File: src/rtl/regfile_wb_scheduler_pkg.sv
// Shared constants for the register-file writeback path: widths, special
// register indices and writeback requester indices.
package regfile_pkg;

  localparam int unsigned NUM_REQ = 3;
  localparam int unsigned DATA_W  = 32;
  localparam int unsigned ADDR_W  = 4;
  localparam int unsigned NREG    = 2 ** ADDR_W;

  localparam logic [3:0] REG_PC = 4'd15;
  localparam logic [3:0] REG_LR = 4'd14;

  localparam int unsigned REQ_ALU  = 0;
  localparam int unsigned REQ_LOAD = 1;
  localparam int unsigned REQ_LINK = 2;

  // Index width for a pool of n requesters (at least one bit).
  function automatic int unsigned idxWidth(input int unsigned n);
    return (n > 1) ? $clog2(n) : 1;
  endfunction

endpackage

File: src/rtl/regfile_wb_scheduler_if.sv
// Writeback request bus: NUM_REQ requesters, each with valid/dest/data, and
// one ready (grant) bit per requester back from the scheduler.
//   master : writeback source side (drives valid/dest/data, sees ready)
//   slave  : scheduler side
interface regfile_wb_scheduler_if #(
  parameter int unsigned NUM_REQ = regfile_pkg::NUM_REQ,
  parameter int unsigned DATA_W  = regfile_pkg::DATA_W,
  parameter int unsigned ADDR_W  = regfile_pkg::ADDR_W
);

  logic [NUM_REQ-1:0]             req_valid;
  logic [NUM_REQ-1:0][ADDR_W-1:0] req_dest;
  logic [NUM_REQ-1:0][DATA_W-1:0] req_data;
  logic [NUM_REQ-1:0]             req_ready;

  modport master (output req_valid, req_dest, req_data, input req_ready);
  modport slave  (input req_valid, req_dest, req_data, output req_ready);

endinterface

File: src/rtl/regfile_wb_scheduler_rr_arbiter.sv
// Round-robin arbiter. Searches req starting at ptr and grants the first
// set index; hold suppresses all grants.
//   req       : request vector
//   hold      : 1 = grant nothing
//   ptr       : search start index (0..NUM_REQ-1)
//   grant     : one-hot grant (combinational)
//   grant_idx : index of the granted requester (0 when none)
module rr_arbiter #(
  parameter int unsigned NUM_REQ = 3,
  parameter int unsigned PTR_W   = regfile_pkg::idxWidth(NUM_REQ)
) (
  input  logic [NUM_REQ-1:0] req,
  input  logic               hold,
  input  logic [PTR_W-1:0]   ptr,
  output logic [NUM_REQ-1:0] grant,
  output logic [PTR_W-1:0]   grant_idx
);

  logic             found;
  logic [PTR_W-1:0] idx;

  // Rotating priority search; the first hit from ptr wins.
  always_comb begin
    grant     = '0;
    grant_idx = '0;
    found     = 1'b0;
    idx       = '0;
    for (int unsigned k = 0; k < NUM_REQ; k++) begin
      idx = PTR_W'((32'(ptr) + k) % NUM_REQ);
      if (!hold && !found && req[idx]) begin
        grant[idx] = 1'b1;
        grant_idx  = idx;
        found      = 1'b1;
      end
    end
  end

endmodule

File: src/rtl/regfile_wb_scheduler.sv
// Shares the single register-file write port between the ALU, load and link
// writeback sources, and keeps a per-register busy scoreboard for RAW stalls.
//   clk, reset     : clock, async active-low reset
//   wbIf           : writeback request bus (valid/dest/data in, ready out)
//   wb_hold        : suppress grants this cycle
//   alloc_valid/alloc_dest : decode reserves a destination register
//   busy           : scoreboard, bit d = write to Rd pending
//   alloc_conflict : pulse, the previous alloc hit an already-busy register
//   rf_write_*     : registered register-file write port
module regfile_wb_scheduler
  import regfile_pkg::*;
#(
  parameter int unsigned NUM_REQ = regfile_pkg::NUM_REQ,
  parameter int unsigned DATA_W  = regfile_pkg::DATA_W,
  parameter int unsigned ADDR_W  = regfile_pkg::ADDR_W
) (
  input  logic                       clk,
  input  logic                       reset,
  regfile_wb_scheduler_if.slave      wbIf,
  input  logic                       wb_hold,
  input  logic                       alloc_valid,
  input  logic [ADDR_W-1:0]          alloc_dest,
  output logic [(2**ADDR_W)-1:0]     busy,
  output logic                       alloc_conflict,
  output logic                       rf_write_en,
  output logic [ADDR_W-1:0]          rf_write_dest,
  output logic [DATA_W-1:0]          rf_write_data,
  output logic                       rf_write_pc
);

  localparam int unsigned PTR_W   = idxWidth(NUM_REQ);
  localparam int unsigned NREG_L  = 2 ** ADDR_W;

  logic [PTR_W-1:0]   rrPtr;
  logic [PTR_W-1:0]   grantIdx;
  logic [NUM_REQ-1:0] grant;
  logic               grantAny;
  logic [ADDR_W-1:0]  grantDest;
  logic [NREG_L-1:0]  busyNext;
  logic               conflictNext;

  // Holding the arbiter while reset is low keeps every ready low in reset.
  rr_arbiter #(
    .NUM_REQ (NUM_REQ),
    .PTR_W   (PTR_W)
  ) uArb (
    .req       (wbIf.req_valid),
    .hold      (wb_hold | ~reset),
    .ptr       (rrPtr),
    .grant     (grant),
    .grant_idx (grantIdx)
  );

  assign wbIf.req_ready = grant;
  assign grantAny       = |grant;
  assign grantDest      = wbIf.req_dest[grantIdx];

  // Write port and round-robin pointer: a grant at this edge becomes the
  // register-file write during the next cycle.
  always_ff @(posedge clk or negedge reset) begin
    if (!reset) begin
      rf_write_en   <= 1'b0;
      rf_write_dest <= '0;
      rf_write_data <= '0;
      rf_write_pc   <= 1'b0;
      rrPtr         <= '0;
    end else begin
      rf_write_en <= grantAny;
      rf_write_pc <= grantAny && (grantDest == ADDR_W'(REG_PC));
      if (grantAny) begin
        rf_write_dest <= grantDest;
        rf_write_data <= wbIf.req_data[grantIdx];
        rrPtr         <= (grantIdx == PTR_W'(NUM_REQ - 1)) ? '0 : grantIdx + 1'b1;
      end
    end
  end

  // Scoreboard: clear on the committing write, then set on alloc so a new
  // producer of the same register wins over the retiring one.
  always_comb begin
    busyNext = busy;
    if (rf_write_en) begin
      busyNext[rf_write_dest] = 1'b0;
    end
    if (alloc_valid) begin
      busyNext[alloc_dest] = 1'b1;
    end
    conflictNext = alloc_valid && busy[alloc_dest] &&
                   !(rf_write_en && (rf_write_dest == alloc_dest));
  end

  always_ff @(posedge clk or negedge reset) begin
    if (!reset) begin
      busy           <= '0;
      alloc_conflict <= 1'b0;
    end else begin
      busy           <= busyNext;
      alloc_conflict <= conflictNext;
    end
  end

endmodule

File: src/flat_wrapper.sv
// flat-port wrapper written by rule: the top's interface ports become plain ports
module regfile_wb_scheduler_flat import regfile_pkg::*;
#(
  parameter int unsigned NUM_REQ = regfile_pkg::NUM_REQ,
  parameter int unsigned DATA_W  = regfile_pkg::DATA_W,
  parameter int unsigned ADDR_W  = regfile_pkg::ADDR_W
)
  (clk, reset, wb_hold, alloc_valid, alloc_dest, busy, alloc_conflict, rf_write_en, rf_write_dest, rf_write_data, rf_write_pc, wbIf_req_valid, wbIf_req_dest, wbIf_req_data, wbIf_req_ready);
  regfile_wb_scheduler_if #(.NUM_REQ(NUM_REQ), .DATA_W(DATA_W), .ADDR_W(ADDR_W)) wbIf_i ();
  input  logic clk;
  input  logic reset;
  input  logic wb_hold;
  input  logic alloc_valid;
  input  logic [ADDR_W-1:0] alloc_dest;
  output logic [(2**ADDR_W)-1:0] busy;
  output logic alloc_conflict;
  output logic rf_write_en;
  output logic [ADDR_W-1:0] rf_write_dest;
  output logic [DATA_W-1:0] rf_write_data;
  output logic rf_write_pc;
  input wire logic [$bits(wbIf_i.req_valid)-1:0] wbIf_req_valid;
  input wire logic [$bits(wbIf_i.req_dest)-1:0] wbIf_req_dest;
  input wire logic [$bits(wbIf_i.req_data)-1:0] wbIf_req_data;
  output wire logic [$bits(wbIf_i.req_ready)-1:0] wbIf_req_ready;
  assign wbIf_i.req_valid = wbIf_req_valid;
  assign wbIf_i.req_dest = wbIf_req_dest;
  assign wbIf_i.req_data = wbIf_req_data;
  assign wbIf_req_ready = wbIf_i.req_ready;
  regfile_wb_scheduler #(.NUM_REQ(NUM_REQ), .DATA_W(DATA_W), .ADDR_W(ADDR_W)) u_core (.clk(clk), .reset(reset), .wbIf(wbIf_i), .wb_hold(wb_hold), .alloc_valid(alloc_valid), .alloc_dest(alloc_dest), .busy(busy), .alloc_conflict(alloc_conflict), .rf_write_en(rf_write_en), .rf_write_dest(rf_write_dest), .rf_write_data(rf_write_data), .rf_write_pc(rf_write_pc));
endmodule
File: config.mk
export PLATFORM = sky130hd
export DESIGN_NAME = regfile_wb_scheduler_flat
export DESIGN_NICKNAME = d
export VERILOG_FILES = /design/src/rtl/regfile_wb_scheduler_pkg.sv /design/src/rtl/regfile_wb_scheduler_if.sv /design/src/rtl/regfile_wb_scheduler_rr_arbiter.sv /design/src/rtl/regfile_wb_scheduler.sv /design/src/flat_wrapper.sv
export SDC_FILE = /design/constraint.sdc
export NUM_CORES = 1
export LEC_CHECK = 0
export ABC_AREA = 1
export CAP_MARGIN = 20
export CORE_UTILIZATION = 36
export CTS_CLUSTER_DIAMETER = 30
export CTS_CLUSTER_SIZE = 20
export DETAILED_ROUTE_END_ITERATION = 10
export GPL_TIMING_DRIVEN = 0
export PLACE_DENSITY = 0.68
export SETUP_SLACK_MARGIN = 0.4
export SYNTH_ARGS = -nofsm -noshare
export SYNTH_HDL_FRONTEND = slang
export SYNTH_SLANG_ARGS = --single-unit
File: constraint.sdc
create_clock -name clk -period 2.72 [get_ports clk]
set_clock_uncertainty 0.05 [all_clocks]
set_input_delay 0.68 -clock clk [delete_from_list [all_inputs] [get_ports clk]]
set_output_delay 0.68 -clock clk [all_outputs]
set_load 0.005 [all_outputs]
==> report_table.html <==
<table>
<tr><th>Metric</th><th>Value</th></tr>
<tr><th colspan="2">Floorplan</th></tr>
<tr><td>Starting Density</td><td>37.8%</td></tr>
<tr><td>Area of the placeable core</td><td>9950 um2</td></tr>
<tr><td>Std-Cell Rows</td><td>36</td></tr>
<tr><td>Die Outline Area</td><td>10900 um2</td></tr>
<tr><td>Chip width</td><td>104 um</td></tr>
<tr><td>Number of I/O pins</td><td>177</td></tr>
<tr><td>Die Span Y</td><td>104 um</td></tr>
<tr><th colspan="2">Critical path</th></tr>
<tr><td>Crit path max-delay cell type</td><td>dfrtp_1</td></tr>
<tr><td>Setup crit start kind</td><td>flop</td></tr>
<tr><td>Bufs and invs on worst path</td><td>6</td></tr>
<tr><td>Data arrival time at the worst-slack endpoint</td><td>2.10 ns</td></tr>
<tr><td>Maximum cell stage delay along the critical path</td><td>between 0.4 and 0.5 ns</td></tr>
<tr><td>Required time of the critical path</td><td>1.99 ns</td></tr>
<tr><td>Most Frequent Cell on Critical Path</td><td>buf_6</td></tr>
<tr><td>Largest fanout on the critical path</td><td>4</td></tr>
<tr><td>Critical setup path kind</td><td>reg -&gt; out</td></tr>
<tr><td>Critical path cell sequence</td><td>buf_4 -&gt; ha_4 -&gt; nand2_2 -&gt; nand3_4 -&gt; a21boi_4 -&gt; buf_6 -&gt; nand2_8 -&gt; inv_4 -&gt; a21oi_4 -&gt; clkbuf_8 -&gt; inv_2 -&gt; buf_6</td></tr>
<tr><td>Category of cells accounting for the largest share of critical-path delay</td><td>buffers and inverters</td></tr>
<tr><td>Nature of the critical path endpoint</td><td>primary output</td></tr>
<tr><th colspan="2">Drt</th></tr>
<tr><td>Via density per instance</td><td>between 5 and 6</td></tr>
<tr><td>Final Routed Wirelength</td><td>14.5 mm</td></tr>
<tr><td>Average wire per standard cell</td><td>17.0 um</td></tr>
<tr><td>1st-pass router iterations</td><td>5</td></tr>
<tr><td>Detail Route Antenna Nets</td><td>0</td></tr>
<tr><td>DRC violations left</td><td>0</td></tr>
<tr><td>Routed via count</td><td>4508</td></tr>
<tr><td>DRT iter0 DRCs</td><td>232</td></tr>
<tr><th colspan="2">STA</th></tr>
<tr><td>Relative slew slack</td><td>71.2%</td></tr>
<tr><td>Setup tns final</td><td>-0.290 ns</td></tr>
<tr><td>Tightest hold margin</td><td>about 0.17 ns</td></tr>
<tr><td>Setup-failing EPs final</td><td>3</td></tr>
<tr><td>Tmin final</td><td>roughly 2.8 ns</td></tr>
<tr><td>Achievable frequency</td><td>0.353 GHz</td></tr>
<tr><td>Unrepaired setup endpoints after global routing</td><td>yes</td></tr>
<tr><td>Final Worst Setup Slack</td><td>-0.115 ns</td></tr>
<tr><td>Share of the clock period used by the worst path after layout</td><td>104%</td></tr>
<tr><td>Max Slew Vio Count</td><td>0</td></tr>
<tr><td>Hold Fails Final Rpt</td><td>0</td></tr>
<tr><td>Slew at the pin closest to its max-slew limit</td><td>0.432 ns</td></tr>
<tr><th colspan="2">Layout</th></tr>
<tr><td>Non-filler cells, final</td><td>around 850</td></tr>
<tr><td>Fraction of final layout cells with drive strength greater than 1</td><td>20.3%</td></tr>
<tr><td>Number of diodes</td><td>0</td></tr>
<tr><td>Growth of design area from synthesis to finish</td><td>69.5%</td></tr>
<tr><td>Number of filler cells placed in the layout</td><td>868</td></tr>
<tr><td>Most frequent cells in the layout</td><td>168 x clkdlybuf4s50_1, 113 x nand3_1, 102 x nand2_1</td></tr>
<tr><td>Most common cell after layout, fill and taps aside</td><td>clkdlybuf4s50_1</td></tr>
<tr><td>Final Core Density</td><td>64.0%</td></tr>
<tr><td>Final net count</td><td>838</td></tr>
<tr><th colspan="2">Placed design</th></tr>
<tr><td>Placer Congestion</td><td>about 0.91</td></tr>
<tr><td>Quantity of I/O buffers inserted on ports</td><td>176</td></tr>
<tr><td>Dpl hpwl</td><td>10.8 mm</td></tr>
<tr><td>Place WS</td><td>-0.931 ns</td></tr>
<tr><td>Dpl cells</td><td>813</td></tr>
<tr><th colspan="2">Logic synthesis</th></tr>
<tr><td>Share of synthesized registers carrying an async set or reset</td><td>100%</td></tr>
<tr><td>Synthesis warning total</td><td>0</td></tr>
<tr><td>Distinct cell type count after synthesis</td><td>34</td></tr>
<tr><td>Primary FF master, synth</td><td>dfrtp_1</td></tr>
<tr><td>Synthesized flop and latch total</td><td>57</td></tr>
<tr><td>Number of standard cells after synthesis</td><td>roughly 500</td></tr>
<tr><td>Combined area of all synthesized cells</td><td>3760 um2</td></tr>
<tr><td>Sequential share of the synthesized area</td><td>between 30 and 40%</td></tr>
<tr><td>Average size of a mapped cell</td><td>7.48 um2</td></tr>
<tr><td>Post-Syn Nets</td><td>626</td></tr>
<tr><td>Number of enable flip-flop cells after synthesis</td><td>0</td></tr>
<tr><th colspan="2">Pwr</th></tr>
<tr><td>Highest ir drop seen on vdd</td><td>~0.48 mV</td></tr>
<tr><td>Net Sw Frac</td><td>42.8%</td></tr>
<tr><td>Clock network fraction of design power</td><td>12.6%</td></tr>
<tr><td>Pleak</td><td>2.75 nW</td></tr>
<tr><td>Internal Dissipation</td><td>3.63 mW</td></tr>
<tr><td>Power share of the combinational group</td><td>63.0%</td></tr>
<tr><td>Power density relative to cell area</td><td>996 nW/um2</td></tr>
<tr><td>Sequential share of power</td><td>24.4%</td></tr>
<tr><td>Switching power total</td><td>around 2.7 mW</td></tr>
<tr><th colspan="2">Status</th></tr>
<tr><td>Violations in the final reports</td><td>negative setup slack</td></tr>
<tr><td>Result of the run</td><td>complete, but fails checks</td></tr>
<tr><th colspan="2">Global routing</th></tr>
<tr><td>Antenna violations before repair</td><td>0</td></tr>
<tr><td>GR Overflow Total</td><td>0</td></tr>
<tr><td>Number of global-route vias before repair</td><td>4542</td></tr>
<tr><td>All-Layer GR Usage</td><td>26.4%</td></tr>
<tr><td>Largest net degree at the start of global routing</td><td>33</td></tr>
<tr><td>Wire length of the first global-routing pass</td><td>~23 mm</td></tr>
<tr><th colspan="2">Clock network</th></tr>
<tr><td>Clock tree from TritonCTS</td><td>built</td></tr>
<tr><td>Clk sink count</td><td>57</td></tr>
<tr><td>Insertion delay of the later-clocked pin in the worst-skew pair</td><td>between 0.3 and 0.4 ns</td></tr>
<tr><td>Longest Clk Path Bufs</td><td>2</td></tr>
<tr><td>Clk root buf</td><td>clkbuf_8</td></tr>
<tr><td>Total CTS buffers</td><td>9</td></tr>
<tr><td>Number of H-tree levels</td><td>3</td></tr>
<tr><td>Clock-pin slew reported for the worst setup and hold paths after clock tree synthesis</td><td>0.07 ns</td></tr>
<tr><td>Hold bufs inserted after CTS</td><td>0</td></tr>
<tr><th colspan="2">Job</th></tr>
<tr><td>Max capacitance violation total</td><td>0</td></tr>
<tr><th colspan="2">Min path</th></tr>
<tr><td>Path type of the worst min-delay path</td><td>in -&gt; async</td></tr>
</table>
[cells in the mapped netlist (3+ instances only)]
cell type	n	share of area (%)
nand3_1	116	15
nand2_1	107	11
dfrtp_1	57	38
nor2_1	44	4.4
o21ai_0	35	4.7
inv_1	26	2.6
nand3_2	26	6.9
buf_2	17	2.3
o21ai_2	8	1.9
o31ai_1	8	1.6
inv_2	6	0.60
o21ai_1	6	0.80
clkbuf_1	5	0.50
a22oi_1	4	0.80
a31oi_1	4	0.67
ha_1	4	1.3
nand2_2	4	0.67
buf_6	3	0.90
[registers in the layout, indices dropped and copies added (netlist names)]
signal	cells
u_core.alloc_conflict	1
u_core.rf_write_dest	4
u_core.rf_write_pc	1
u_core.rrPtr	2
u_core.busy	16
u_core.rf_write_en	1
u_core.rf_write_data	32
[path summary, 6_finish.rpt]
path | startpoint | endpoint | slack [ns] | cells after the start
setup / recovery | u_core.rrPtr[0] | wbIf_req_ready[1] | -0.11 | 12
hold / removal | reset | u_core.busy[15] | 0.17 | 1
setup reg to reg | u_core.rrPtr[1] | u_core.rf_write_data[16] | 0.25 | 16
hold reg to reg | u_core.rf_write_data[4] | u_core.rf_write_data[4] | 0.48 | 2
max in group asynchronous | reset | u_core.rrPtr[1] | 1.99 | 2
min in group clk | u_core.rf_write_data[4] | u_core.rf_write_data[4] | 0.48 | 2
[cells by family after synthesis]
group | after synthesis | synth area share [%]
AO/OA/AOI/OAI | 72 | 12.2
XOR/XNOR | 1 | 0.233
adder cells (fa/ha/maj) | 4 | 1.33
buffers and inverters | 60 | 7.65
flip-flops | 57 | 37.9
AND/OR/NAND/NOR | 309 | 40.7
[power groups by stage]
stage	Sequential, mW	Combinational, mW	Clock [mW]
after floorplan	1.53	1.91	0
after global placement	1.55	3.41	0
after detailed placement	1.55	3.47	0
after CTS	1.54	3.82	0.801
after global routing	1.59	4.32	0.829
final	1.55	4.00	0.798
[per-layer routing]
metal	GRT usage, %	wire, um
met1	29.4	5650
met2	46.9	7330
met3	7.77	1270
met4	11.0	261
met5	0	0
[cell type report]
cell class	instances	area, um2	area share, %
buffer	28	241	3.79
clock buffer	11	141	2.22
clock inverter	5	55.1	0.864
inverter	32	135	2.12
multi-input combinational	386	2240	35.1
sequential	57	1430	22.4
tap	133	166	2.61
timing repair buffer	201	1970	30.9
[timing repair]
| action | 4_1_cts | 5_1_grt |
|---|---|---|
| setup buffers | 20 | 4 |
| gates resized for setup | 43 | 36 |
| pin swaps | 14 | 9 |
| setup endpoints to repair | 43 | 43 |
[stage by stage]
stage | total power [mW] | area [um2]
2_1_floorplan | 3.44 | 3830
3_3_place_gp | 4.96 | 5760
3_5_place_dp | 5.02 | 5770
4_1_cts | 6.16 | 6230
5_1_grt | 6.74 | 6370
6_report | 6.35 | 6370
No activity file was read; power rests on OpenSTA's default activity.
==> variant 1, RTL diff (config.mk and constraints unchanged) <==
`NUM_REQ` is set to 3 in 2 places; all go to 5.
--- a/src/rtl/regfile_wb_scheduler_pkg.sv
+++ b/src/rtl/regfile_wb_scheduler_pkg.sv
@@ -4,3 +4,3 @@
 
-  localparam int unsigned NUM_REQ = 3;
+  localparam int unsigned NUM_REQ = 5;
   localparam int unsigned DATA_W  = 32;
--- a/src/rtl/regfile_wb_scheduler_rr_arbiter.sv
+++ b/src/rtl/regfile_wb_scheduler_rr_arbiter.sv
@@ -8,3 +8,3 @@
 module rr_arbiter #(
-  parameter int unsigned NUM_REQ = 3,
+  parameter int unsigned NUM_REQ = 5,
   parameter int unsigned PTR_W   = regfile_pkg::idxWidth(NUM_REQ)
Ports: changed (resized wbIf_req_data, wbIf_req_dest, wbIf_req_ready and wbIf_req_valid); port bits go from 177 to 253. The function was not compared with the original's and may differ.
==> variant 1 against the original RTL <==
- critical endpoint is now wbIf_req_ready[3]
- highest routed layer unchanged
- final area rose by 61%
- setup slack worse by 1900 ps
- hold slack better by 210 ps
- synthesized cell count grew 80%
- via count increased by 66%
- wire length is 73% higher
- the run still ends with setup timing left
- critical path type unchanged
- area after synthesis rose by 49%
- register-to-register slack worse by 2300 ps
- cell count grew 69%
- sequential cell count increased by 1
Power is not shown: default switching activity piles up to over one toggle a cycle in this logic, so the estimate is an artifact.
==> variant 1: results (changes against the original RTL) <==
The all-layer global routing usage came out at 30.9% (+4.5 points). The global-route wire length before repair is 38.2 mm (+70%). In the synthesized netlist, the cells that appear most often are nor2_1, nand2_1, a21oi_1, inv_1, dfrtp_1. The total half-perimeter wirelength after legalization and detailed placement is 17.8 mm (+65%). The normalized max-slew margin came out at 45.7% (-26 points). The final count of negative-setup-slack endpoints is 46 (+43). The multi-input combinational cell count was 731 (+89%). The share of final layout cell area taken by clock buffers and inverters came out at 3.10% (+0.018 points). The number of signal-net buffers in the layout is 371 (+62%). The number of violations reported at the end of detailed-routing iteration 0 is 488 (+110%). The post-synthesis cell type count is 43 (+26%). The delay of the slowest cell on the worst path is 390 ps (-20 ps). The post-synthesis net count is 1122 (+79%). The final net count is 1463 (+75%).

The worst reg2reg path endpoint is u_core.rf_write_data[22]. The via count of the first global-routing pass came out at 7231 (+59%). The count of buffers inserted at the top-level ports is 252 (+43%). The compound-gate portion of the synthesized area came to 20.0% (+7.8 points). Ranked by total cell area, the synthesized netlist is headed by dfrtp_1, nor2_1, nand2_1. The run finished, with violations left. The final worst setup slack is -2020 ps (-1910 ps). The largest net degree at the start of global routing was 60 (+82%). The final reports fail on setup timing. On the critical path, the stage with the largest delay is an instance of dfrtp_2. The critical path ends at wbIf_req_ready[3]. The final hold slack came out at 382 ps (+208 ps). The number of ordinary inverters in the final layout came out at 74 (+130%).

The arrival time reported for the critical path endpoint came out at 4010 ps (+1910 ps).
[variant 1: critical path: cells and delay by family, from the launching register on]
family / cells / cell delay (ps)
and+or+nand+nor: 19 / 1690
buffers and inverters: 12 / 1130
adders and majority gates: 3 / 470
DFF: 1 / 390
[variant 1: layer usage]
metal  routed length (um)  up-vias  part of all wire (%)  global-route usage [%]
met1                 9670     3440                    39                    35.5
li1                     -     3645                     -                       -
met4                 1000        0                   4.0                    11.4
met2                12600      324                    50                    55.7
met5                    0        -                     0                       0
met3                 1790       64                   7.2                    7.17
[variant 1: per-stage QoR]
step                      cells  instance area [um2]  setup TNS [ps]  worst slack [ps]
after floorplan             904                 5760          -59480             -1440
after global placement     1344                 8520         -195100             -3240
after detailed placement   1344                 8510          -96400             -2550
after CTS                  1424                 9830          -81810             -1880
after global routing       1440                10300         -101640             -2320
final                      1440                10300          -89230             -2020
[variant 1: repair_timing]
item,in CTS,in global routing
setup buffers,57,12
pin swaps,47,45
gates resized for setup,139,93
endpoints found under the setup margin,46,47
gates cloned,7,2
==> variant 2, RTL diff (same settings) <==
Made on the original files. Make the reset (`reset`) synchronous in 2 clocked blocks. Comments in the files are not updated.
--- a/src/rtl/regfile_wb_scheduler.sv
+++ b/src/rtl/regfile_wb_scheduler.sv
@@ -59,3 +59,3 @@
   // register-file write during the next cycle.
-  always_ff @(posedge clk or negedge reset) begin
+  always_ff @(posedge clk) begin
     if (!reset) begin
@@ -91,3 +91,3 @@
 
-  always_ff @(posedge clk or negedge reset) begin
+  always_ff @(posedge clk) begin
     if (!reset) begin
Check against the original RTL: differs if reset is asserted again (counterexample within 4 cycles, from zero or initial values and one cycle with reset low); with reset held inactive, the same outputs for 4 cycles.
==> variant 2 against the original RTL <==
- the run still ends with setup timing left
- wire length increased by 1.4%
- synthesized cell count increased by 22%
- total power decreased by 27%
- cell count increased by 14%
- global-route usage decreased by 1.2 points
- final area increased by 7.5%
- area after synthesis about the same
- setup slack improved by 52 ps
- via count increased by 8.2%
- sequential power decreased by 23%
- count of clock-buffer cells in the layout unchanged
- sequential cell count unchanged
- critical path type unchanged
- critical endpoint is now wbIf_req_ready[2]
- highest routed layer unchanged
==> variant 2: results (changes against the original RTL) <==
The flow ran to the end, but the final reports show violations. The final reports fail on setup timing. The post-synthesis cell type count is 36 (+5.9%). The setup slack on the worst flop-to-flop path is 290 ps (+40 ps).

The combinational power share is 54.1% (-8.9 points). The count of buffers inserted at the top-level ports came to 175 (-0.57%). The worst register-to-register path begins at u_core.rrPtr[0]. The first-pass iteration count of the detailed router came out at 7 (+2). The final count of negative-setup-slack endpoints is 3 (unchanged). The worst reg2reg path endpoint is u_core.rf_write_data[23]. The fraction of layout cells with a size suffix above 1 is 24.4% (+4.1 points). The placed instance area is 5690 um2 (-1.4%).

The path class of the tightest hold or removal check is register to register. The final hold slack came to 437 ps (+263 ps). In the synthesized netlist, the cells that appear most often are nand2_1, inv_1, dfxtp_1, nor2_1. The area share of xor/xnor cells in the synthesized design came out at 0.233% (about the same).

The number of vias per cell after detailed routing came out at 5.01 (-5.1%). The final cell count without fillers came out at 973 (+14%). The worst setup slack before clock tree synthesis came out at -602 ps (+329 ps).

The slew at the pin with the worst max-slew slack is 625 ps (+194 ps). The cell count after placement came to 921 (+13%). The post-synthesis net count came out at 736 (+18%). The compound-gate portion of the synthesized area is 18.0% (+5.8 points).

The total half-perimeter wirelength after legalization and detailed placement is 9.95 mm (-8.0%). The sequential element share of the synthesized area came out at 30.4% (-7.6 points). The cell leakage power came out at 3.20 nW (+16%).

The global-route wire length before repair came out at 21.9 mm (-2.5%). The switching portion of total power is 38.3% (-4.5 points). The number of filler instances in the final layout came out at 817 (-5.9%).

The final worst setup slack is -62.7 ps (+52.1 ps). The internal power component is 2.85 mW (-21%).
variant 2: kinds of logic (layout without fill, tap and decap cells):
logic type	count (synthesis)	after routing
buf+inv	129	355
flops	57	57
simple gates	299	300
xor+xnor	1	1
fa+ha+maj	4	4
compound gates	123	123
variant 2: worst max-delay path by stage:
stage                              endpoint  cells past startpoint              start  slack [ps]
after floorplan           wbIf_req_ready[1]                      9              reset         400
after global placement    wbIf_req_ready[1]                     10  wbIf_req_valid[2]        -600
after detailed placement  wbIf_req_ready[1]                     10  wbIf_req_valid[2]        -600
after CTS                 wbIf_req_ready[1]                     13    u_core.rrPtr[0]          50
after global routing      wbIf_req_ready[0]                     12    u_core.rrPtr[0]         -80
final                     wbIf_req_ready[2]                     13    u_core.rrPtr[0]         -60
variant 2: worst max-delay path: cells and delay by family (launching register included):
kind,cells,cell delay (ps)
and+or+nand+nor,6,510
adders and majority gates,1,170
DFF,1,360
buffers and inverters,6,660
variant 2: area by class of cell:
| cell class | instances | area [um2] | area share (%) |
|---|---|---|---|
| clock buffer | 11 | 151 | 2.21 |
| multi-input combinational | 428 | 2500 | 36.5 |
| sequential | 57 | 1150 | 16.8 |
| tap | 133 | 166 | 2.43 |
| clock inverter | 5 | 77.6 | 1.13 |
| buffer | 29 | 294 | 4.29 |
| timing repair buffer | 210 | 2110 | 30.8 |
| inverter | 100 | 405 | 5.92 |
variant 2: what timing repair did:
item / in CTS / in global routing
endpoints found under the setup margin: 39 / 40
gates cloned: 0 / 5
gates resized for setup: 57 / 153
pin swaps: 19 / 20
buffers inserted: 18 / 13
hold buffers: 0 / 0
variant 2: metal layers:
layer  wire length, um  track usage [%]
met5                 0                0
met4               386             9.39
met3              1070             7.08
met1              5910             28.8
met2              7340             44.5
